==> config.mk <==
export PLATFORM = sky130hd
export DESIGN_NAME = alu_share_arbiter_flat
export DESIGN_NICKNAME = d
export VERILOG_FILES = /design/src/rtl/alu_share_arbiter_if.sv /design/src/rtl/alu_share_arbiter.sv /design/src/flat_wrapper.sv
export SDC_FILE = /design/constraint.sdc
export NUM_CORES = 1
export LEC_CHECK = 0
export CAP_MARGIN = 20
export CORE_AREA = 2 2 110 112
export DETAILED_ROUTE_END_ITERATION = 10
export DIE_AREA = 0 0 112 114
export PLACE_DENSITY_LB_ADDON = 0.3
export SYNTH_ARGS = -nofsm -noshare
export SYNTH_HDL_FRONTEND = slang
export SYNTH_SLANG_ARGS = --single-unit
==> constraint.sdc <==
create_clock -name clk -period 9.6 [get_ports clk]
set_clock_uncertainty 0.05 [all_clocks]
set_input_delay 1.92 -clock clk [delete_from_list [all_inputs] [get_ports clk]]
set_output_delay 1.92 -clock clk [all_outputs]
set_load 0.02 [all_outputs]
==> src/rtl/alu_share_arbiter_if.sv <==
// Handshake and ALU bus bundle for the shared-ALU arbiter.
// master = requesters/ALU/consumer side, slave = arbiter side.
interface alu_share_arbiter_if #(
    parameter int WIDTH = 32,
    parameter int OPW   = 4
);
    logic [1:0]       req_valid;
    logic [1:0]       req_ready;
    logic [WIDTH-1:0] req_a0;
    logic [WIDTH-1:0] req_a1;
    logic [WIDTH-1:0] req_b0;
    logic [WIDTH-1:0] req_b1;
    logic [OPW-1:0]   req_op0;
    logic [OPW-1:0]   req_op1;

    logic [WIDTH-1:0] alu_a;
    logic [WIDTH-1:0] alu_b;
    logic [OPW-1:0]   alu_ctrl;
    logic [WIDTH-1:0] alu_result;
    logic             alu_zero;

    logic             resp_valid;
    logic             resp_ready;
    logic             resp_id;
    logic [WIDTH-1:0] resp_result;
    logic             resp_zero;
    logic             resp_err;

    modport master (
        output req_valid,
        input  req_ready,
        output req_a0,
        output req_a1,
        output req_b0,
        output req_b1,
        output req_op0,
        output req_op1,
        input  alu_a,
        input  alu_b,
        input  alu_ctrl,
        output alu_result,
        output alu_zero,
        input  resp_valid,
        output resp_ready,
        input  resp_id,
        input  resp_result,
        input  resp_zero,
        input  resp_err
    );

    modport slave (
        input  req_valid,
        output req_ready,
        input  req_a0,
        input  req_a1,
        input  req_b0,
        input  req_b1,
        input  req_op0,
        input  req_op1,
        output alu_a,
        output alu_b,
        output alu_ctrl,
        input  alu_result,
        input  alu_zero,
        output resp_valid,
        input  resp_ready,
        output resp_id,
        output resp_result,
        output resp_zero,
        output resp_err
    );
endinterface

==> src/rtl/alu_share_arbiter.sv <==
// Round-robin arbiter sharing one combinational ALU between two requesters.
// One transaction in flight: IDLE accepts, EXEC captures, RESP holds the response.
module alu_share_arbiter #(
    parameter int WIDTH = 32,
    parameter int OPW   = 4
) (
    input  logic               clk,
    input  logic               reset,
    alu_share_arbiter_if.slave bus
);
    localparam logic [OPW-1:0] OP_AND = OPW'(4'b0000);
    localparam logic [OPW-1:0] OP_OR  = OPW'(4'b0001);
    localparam logic [OPW-1:0] OP_ADD = OPW'(4'b0010);
    localparam logic [OPW-1:0] OP_SUB = OPW'(4'b0110);
    localparam logic [OPW-1:0] OP_SLT = OPW'(4'b0111);

    typedef enum logic [1:0] {
        IDLE = 2'd0,
        EXEC = 2'd1,
        RESP = 2'd2
    } state_t;

    state_t           state_q;
    state_t           state_d;

    logic             last_grant;
    logic [1:0]       gnt;
    logic [1:0]       ready;
    logic             accept;
    logic             gnt_id;
    logic             rvalid;

    logic             id_q;
    logic [WIDTH-1:0] a_q;
    logic [WIDTH-1:0] b_q;
    logic [OPW-1:0]   op_q;
    logic             legal;

    logic             rid_q;
    logic [WIDTH-1:0] res_q;
    logic             zero_q;
    logic             err_q;

    // Round-robin pick: a lone requester wins, a tie goes to the one not served last.
    always_comb begin
        gnt = 2'b00;
        unique case (1'b1)
            (bus.req_valid[0] && !bus.req_valid[1]): gnt = 2'b01;
            (bus.req_valid[1] && !bus.req_valid[0]): gnt = 2'b10;
            (bus.req_valid[0] &&  bus.req_valid[1]):
                gnt = last_grant ? 2'b01 : 2'b10;
            default: gnt = 2'b00;
        endcase
    end

    assign gnt_id = gnt[1];

    // Only the five ALU codes are trusted; anything else yields an error response.
    assign legal = (op_q == OP_AND) || (op_q == OP_OR)
                || (op_q == OP_ADD) || (op_q == OP_SUB)
                || (op_q == OP_SLT);

    // State register; reset abandons any in-flight transaction.
    always_ff @(posedge clk or posedge reset) begin
        if (reset) begin
            state_q <= IDLE;
        end else begin
            state_q <= state_d;
        end
    end

    // Next state and handshake outputs; ready never looks at resp_ready.
    always_comb begin
        state_d = state_q;
        ready   = 2'b00;
        accept  = 1'b0;
        rvalid  = 1'b0;
        unique case (state_q)
            IDLE: begin
                ready  = reset ? 2'b00 : gnt;
                accept = |gnt;
                if (|gnt) begin
                    state_d = EXEC;
                end
            end
            EXEC: begin
                state_d = RESP;
            end
            RESP: begin
                rvalid = 1'b1;
                if (bus.resp_ready) begin
                    state_d = IDLE;
                end
            end
            default: begin
                state_d = IDLE;
            end
        endcase
    end

    // Latch the winner's operands; these also drive the ALU in every state.
    always_ff @(posedge clk or posedge reset) begin
        if (reset) begin
            last_grant <= 1'b1;
            id_q       <= 1'b0;
            a_q        <= '0;
            b_q        <= '0;
            op_q       <= '0;
        end else if (accept) begin
            last_grant <= gnt_id;
            id_q       <= gnt_id;
            a_q        <= gnt_id ? bus.req_a1  : bus.req_a0;
            b_q        <= gnt_id ? bus.req_b1  : bus.req_b0;
            op_q       <= gnt_id ? bus.req_op1 : bus.req_op0;
        end
    end

    // Capture the ALU output at the end of EXEC; held until the response is taken.
    always_ff @(posedge clk or posedge reset) begin
        if (reset) begin
            rid_q  <= 1'b0;
            res_q  <= '0;
            zero_q <= 1'b0;
            err_q  <= 1'b0;
        end else if (state_q == EXEC) begin
            rid_q <= id_q;
            if (legal) begin
                res_q  <= bus.alu_result;
                zero_q <= bus.alu_zero;
                err_q  <= 1'b0;
            end else begin
                res_q  <= '0;
                zero_q <= 1'b1;
                err_q  <= 1'b1;
            end
        end
    end

    assign bus.req_ready   = ready;
    assign bus.alu_a       = a_q;
    assign bus.alu_b       = b_q;
    assign bus.alu_ctrl    = op_q;
    assign bus.resp_valid  = rvalid;
    assign bus.resp_id     = rid_q;
    assign bus.resp_result = res_q;
    assign bus.resp_zero   = zero_q;
    assign bus.resp_err    = err_q;
endmodule

==> src/flat_wrapper.sv <==
// flat-port wrapper written by rule: the top's interface ports become plain ports
module alu_share_arbiter_flat 
#(
    parameter int WIDTH = 32,
    parameter int OPW   = 4
)
  (clk, reset, bus_req_valid, bus_req_ready, bus_req_a0, bus_req_a1, bus_req_b0, bus_req_b1, bus_req_op0, bus_req_op1, bus_alu_a, bus_alu_b, bus_alu_ctrl, bus_alu_result, bus_alu_zero, bus_resp_valid, bus_resp_ready, bus_resp_id, bus_resp_result, bus_resp_zero, bus_resp_err);
  alu_share_arbiter_if #(.WIDTH(WIDTH), .OPW(OPW)) bus_i ();
  input  logic clk;
  input  logic reset;
  input wire logic [$bits(bus_i.req_valid)-1:0] bus_req_valid;
  output wire logic [$bits(bus_i.req_ready)-1:0] bus_req_ready;
  input wire logic [$bits(bus_i.req_a0)-1:0] bus_req_a0;
  input wire logic [$bits(bus_i.req_a1)-1:0] bus_req_a1;
  input wire logic [$bits(bus_i.req_b0)-1:0] bus_req_b0;
  input wire logic [$bits(bus_i.req_b1)-1:0] bus_req_b1;
  input wire logic [$bits(bus_i.req_op0)-1:0] bus_req_op0;
  input wire logic [$bits(bus_i.req_op1)-1:0] bus_req_op1;
  output wire logic [$bits(bus_i.alu_a)-1:0] bus_alu_a;
  output wire logic [$bits(bus_i.alu_b)-1:0] bus_alu_b;
  output wire logic [$bits(bus_i.alu_ctrl)-1:0] bus_alu_ctrl;
  input wire logic [$bits(bus_i.alu_result)-1:0] bus_alu_result;
  input wire logic [$bits(bus_i.alu_zero)-1:0] bus_alu_zero;
  output wire logic [$bits(bus_i.resp_valid)-1:0] bus_resp_valid;
  input wire logic [$bits(bus_i.resp_ready)-1:0] bus_resp_ready;
  output wire logic [$bits(bus_i.resp_id)-1:0] bus_resp_id;
  output wire logic [$bits(bus_i.resp_result)-1:0] bus_resp_result;
  output wire logic [$bits(bus_i.resp_zero)-1:0] bus_resp_zero;
  output wire logic [$bits(bus_i.resp_err)-1:0] bus_resp_err;
  assign bus_i.req_valid = bus_req_valid;
  assign bus_req_ready = bus_i.req_ready;
  assign bus_i.req_a0 = bus_req_a0;
  assign bus_i.req_a1 = bus_req_a1;
  assign bus_i.req_b0 = bus_req_b0;
  assign bus_i.req_b1 = bus_req_b1;
  assign bus_i.req_op0 = bus_req_op0;
  assign bus_i.req_op1 = bus_req_op1;
  assign bus_alu_a = bus_i.alu_a;
  assign bus_alu_b = bus_i.alu_b;
  assign bus_alu_ctrl = bus_i.alu_ctrl;
  assign bus_i.alu_result = bus_alu_result;
  assign bus_i.alu_zero = bus_alu_zero;
  assign bus_resp_valid = bus_i.resp_valid;
  assign bus_i.resp_ready = bus_resp_ready;
  assign bus_resp_id = bus_i.resp_id;
  assign bus_resp_result = bus_i.resp_result;
  assign bus_resp_zero = bus_i.resp_zero;
  assign bus_resp_err = bus_i.resp_err;
  alu_share_arbiter #(.WIDTH(WIDTH), .OPW(OPW)) u_core (.clk(clk), .reset(reset), .bus(bus_i));
endmodule
After elaboration in Yosys (flattened, before gate mapping) --
Index checks and enable logic that the tools add are counted.
Storage, ports and cells: word-level logic and storage cells 46, flip-flop bits (word level) 107, input bits 174, output and inout bits 106
Cells by class: eq/ne operators 8, reduce and logical (&&, ||, !) cells 13, multiplexer cells 15
Operators with widths (number):
- $mux W32 | 3
- $pmux W2 S3 | 2
- $mux W2 | 5
- $eq A4 B3 Y1 const B | 2
- $eq A4 B1 Y1 const B | 1
- $eq A4 B2 Y1 const B | 1
- $logic_not A4 Y1 | 1
- $logic_or A1 B1 Y1 | 4
- $mux W1 | 4
- $mux W4 | 1
- $logic_and A1 B1 Y1 | 3
- $eq A2 B1 Y1 const B | 1
- $eq A2 B2 Y1 const B | 1
- $logic_not A1 Y1 | 2
- $logic_not A2 Y1 | 1
- $ne A2 B1 Y1 const B | 1
- $ne A2 B2 Y1 const B | 1
- $reduce_and A2 Y1 | 1
- $reduce_or A2 Y1 | 1

Logic depth before layout (Yosys ltp) --
depth after elaboration 6, gate-level depth with buffers 6, depth with buffers taken out 3

Worst setup path after synthesis --
OpenSTA, ideal clock, no wires.
path type input port to output port, start input reset, end output bus_req_ready[0], stages 2, required time 7630 ps, buffers on the path 0, setup slack 2924 ps, arrival 4706 ps, cell sequence inv_1 > o2111a_1
On the way: cells in the longest elaborated chain, start to end 2
Ends and longest elaborated chain:
- from (decl) | RTL line flat_wrapper.sv:10 | input logic reset;
- $mux W2 | RTL line alu_share_arbiter.sv:80 | ready = reset ? 2'b00 : gnt;
- $mux W2 | RTL line alu_share_arbiter.sv:78 | unique case (state_q)
- to (decl) | RTL line flat_wrapper.sv:12 | output wire logic [$bits(bus_i.req_ready)-1:0] bus_req_ready;
No other way between the ends.

Final worst setup path --
Same ends and word-level chain as after synthesis.

==> impl_metrics.csv <==
group,metric,value,unit
clocking,cts.clk_slew.worst_paths,0.07,ns
drt,drt_first_pass_iters,5,
sta,setup_violations,0,
synthesis,synth_nets,658,
setup_path,critical_path_sink_type,"output port",
sta,hold_violations,0,
floorplanning,die_height,114,µm
placed_design,routabilityCongestion,0.822,
floorplanning,io-pin-count,280,
global_routing,pin_count_of_the_biggest_net_entering_global_routing,74,
cells_and_area,final_cells,889,
setup_path,max_stage_delay,0.62,ns
sta,slew_viol_final,0,
setup_path,critical_path_arrival,3.84,ns
synthesis,postSynthAreaPerCell,9.59,µm²
floorplanning,dieArea,0.0128,mm²
sta,layout_worst_path_cycle_share,60.5,%
clocking,cts.sinks,107,
cells_and_area,multiInputGateArea,0.00172,mm²
placed_design,dp_cells,873,
drt,detailroute.via_count,4755,
flow_run,maxCapViolations,0,
drt,antenna_violating_nets_post_route,0,
clocking,cts.path.max_buffers,2,
power_and_ir_drop,peakVddDrop,0.000130,V
setup_path,crit_path_start_kind,"primary input",
sta,layout_min_cycle_time,5.81,ns
global_routing,antenna_found_initial,0,
drt,number_of_remaining_drc_errors,0,
global_routing,global_route.usage.total,23.8,%
clocking,cts-hold-fix-buffers,0,
setup_path,cell_by_cell_trace_of_the_critical_path,"clkdlybuf4s50_1 > inv_4 > o2111a_1 > clkdlybuf4s50_1",
floorplanning,floorplan.initialDensity,39.6,%
cells_and_area,design.final.nets,911,
floorplanning,placeable_area,0.0117,mm²
synthesis,netlist_instances,484,
drt,route.detailed.wl_per_inst,17.3,µm
clocking,cts.root.buffer_cell,"sky130_fd_sc_hd__clkbuf_16",
sta,max_slew.worst_pin.slew,0.774,ns
cells_and_area,synthesis_to_finish_area_growth,69.0,%
sta,rsz0062_at_grt,"false",
setup_path,critPathMostFrequentCell,"sky130_fd_sc_hd__clkdlybuf4s50_1",
setup_path,path_delay_family,"buffers and inverters",
placed_design,detailed_place.area,0.00748,mm²
setup_path,worstPathRequired,7.63,ns
clocking,cts.repair.resized,0,
hold_path,hp-class,"flop to flop",
synthesis,synth.ff_latch_count,107,
synthesis,synth.distinct_cells,23,
drt,number_of_violations_reported_at_the_end_of_detailed_routing_iteration_0,397,
power_and_ir_drop,power.total,2390,µW
clocking,numCtsBuffers,9,
sta,fin_hold_ws,0.453,ns
floorplanning,floorplan.rows,40,
sta,finalSetupTns,0,ns
placed_design,hpwlAfterDp,10.6,mm
global_routing,first_pass_grt_wire_length,24.1,mm
power_and_ir_drop,p_per_area,305,mW/mm²
synthesis,synthesis.yosys.warnings,0,
sta,timing.max_slew.rel_slack,48.4,%
drt,drt-vias-per-instance,5.35,
drt,drt_wl_total,15.4,mm
power_and_ir_drop,cellLeakagePower,0.00328,µW
run_status,outcome,"finished clean",
cells_and_area,design_area,0.00785,mm²
synthesis,synthesis.area,0.00464,mm²
clocking,worstSkewPairLatency,0.34,ns
global_routing,first_global_vias,4700,
cells_and_area,antenna-diode-count,0,
cells_and_area,final-seq-area,0.00268,mm²
setup_path,critical_path.slowest_cell,"sky130_fd_sc_hd__clkdlybuf4s50_1",
clocking,post-cts-setup-buffers,0,
cells_and_area,layout_cell_share_with_drive_strength_beyond_1,4.31,%
sta,maxClockFrequency,0.172,GHz
setup_path,critical_path.max_fanout,56,
setup_path,crit_buf_inv,3,
global_routing,gr-total-overflow,0,
placed_design,place.port_buffers,279,
clocking,cts_tree,"built",
clocking,htree_levels,3,
cells_and_area,final.fill_count,956,
floorplanning,die_w,112,µm
setup_path,critPathKind,"primary input to output port",
synthesis,ys_seq_area_share,57.7,%
per-layer routing:
layer  vias to the layer above  part of all wire [%]  wire length, µm  GRT usage, %
li1                       2210                     -                -             -
met1                      2259                    39             6000          28.8
met2                       251                    48             7400          39.6
met3                        35                   9.5             1460          7.01
met4                         0                   3.5              546          11.1
met5                         -                     0                0             0
cells in the final DEF (no fill, tap or decap), types with 2 or more instances in the layout:
cell type / synthesis / final
sky130_fd_sc_hd__nand2b_1: 2 / 2
sky130_fd_sc_hd__clkinvlp_4: 0 / 2
sky130_fd_sc_hd__buf_4: 1 / 7
sky130_fd_sc_hd__clkbuf_16: 0 / 9
sky130_fd_sc_hd__clkdlybuf4s50_1: 0 / 279
sky130_fd_sc_hd__dfrtp_1: 106 / 106
sky130_fd_sc_hd__nand2_1: 138 / 138
sky130_fd_sc_hd__inv_1: 8 / 7
sky130_fd_sc_hd__a22o_1: 32 / 32
sky130_fd_sc_hd__o21ai_0: 2 / 2
sky130_fd_sc_hd__bufinv_16: 0 / 4
sky130_fd_sc_hd__a31oi_1: 69 / 69
sky130_fd_sc_hd__a21oi_1: 70 / 70
flip-flops by register name (all words and copies together), names as in the netlist:
signal                  cells
u_core.bus.alu_a           32
u_core.bus.alu_b           32
u_core.bus.resp_result     32
u_core.bus.alu_ctrl         4
u_core.state_q              2
u_core.bus.resp_err         1
u_core.bus.resp_id          1
u_core.bus.resp_zero        1
u_core.id_q                 1
u_core.last_grant           1
path summary, 6_finish.rpt:
check	start	to	slack [ns]	cells past startpoint
worst max-delay path	reset	bus_req_ready[0]	3.79	4
worst min-delay path	u_core.bus.resp_result[3]	u_core.bus.resp_result[3]	0.45	1
worst max register to register	u_core.state_q[1]	u_core.bus.alu_b[16]	7.11	5
worst min register to register	u_core.bus.resp_result[3]	u_core.bus.resp_result[3]	0.45	1
max in group asynchronous	reset	u_core.state_q[0]	6.33	3
min in group asynchronous	reset	u_core.bus.alu_a[11]	2.02	2
worst register-to-register path, delay by kind of cell (launching register included):
family | cells | cell delay [ns]
buf+inv | 2 | 0.91
simple gates | 2 | 0.83
flops | 1 | 0.42
compound gates | 1 | 0.16
layout make-up:
class                           count  share of cell area, %
Inverter                            8                  0.415
Tap cell                          147                   2.34
Timing Repair Buffer              287                   36.5
Sequential cell                   107                   34.1
Clock inverter                      7                   1.79
Clock buffer                        9                   2.87
Multi-Input combinational cell    324                   21.9
logic make-up (layout without fill, tap and decap cells):
group                  Yosys count  count (layout)  share of synthesized area [%]
buffers and inverters           53             311                           5.60
AO/OA/AOI/OAI                  179             179                           24.7
flip-flops                     107             107                           57.7
AND/OR/NAND/NOR                145             145                           12.0
report_power, final:
part	internal, µW	switching (µW)
registers	644	116
logic	542	647
clock network	281	164
total	1470	927
cells in the mapped netlist (all sizes together):
| cell | n | share of area (%) |
|---|---|---|
| nand2 | 138 | 11 |
| a31oi | 69 | 9.3 |
| o2111a | 1 | 0.24 |
| a22oi | 1 | 0.16 |
| nand2b | 2 | 0.27 |
| clkbuf | 23 | 1.9 |
| dfstp | 1 | 0.57 |
| a22o | 32 | 6.0 |
| a21boi | 1 | 0.24 |
| a21oi | 70 | 7.5 |
| inv | 8 | 0.65 |
| a2111oi | 1 | 0.59 |
| or2 | 1 | 0.13 |
| dfrtp | 106 | 57 |
| buf | 22 | 3.1 |
| and3b | 1 | 0.19 |
| and2 | 1 | 0.13 |
| nor2 | 2 | 0.16 |
| a21bo | 1 | 0.22 |
| o21ai | 3 | 0.32 |
stage by stage:
step                setup slack, ns  utilization (%)
floorplan                      2.92                -
finish                         3.79             67.0
global placement               3.74             63.7
detailed placement             3.74             63.9
global route                   3.64             67.0
CTS                            3.73             67.0
Power figures use the tool's default switching activity.
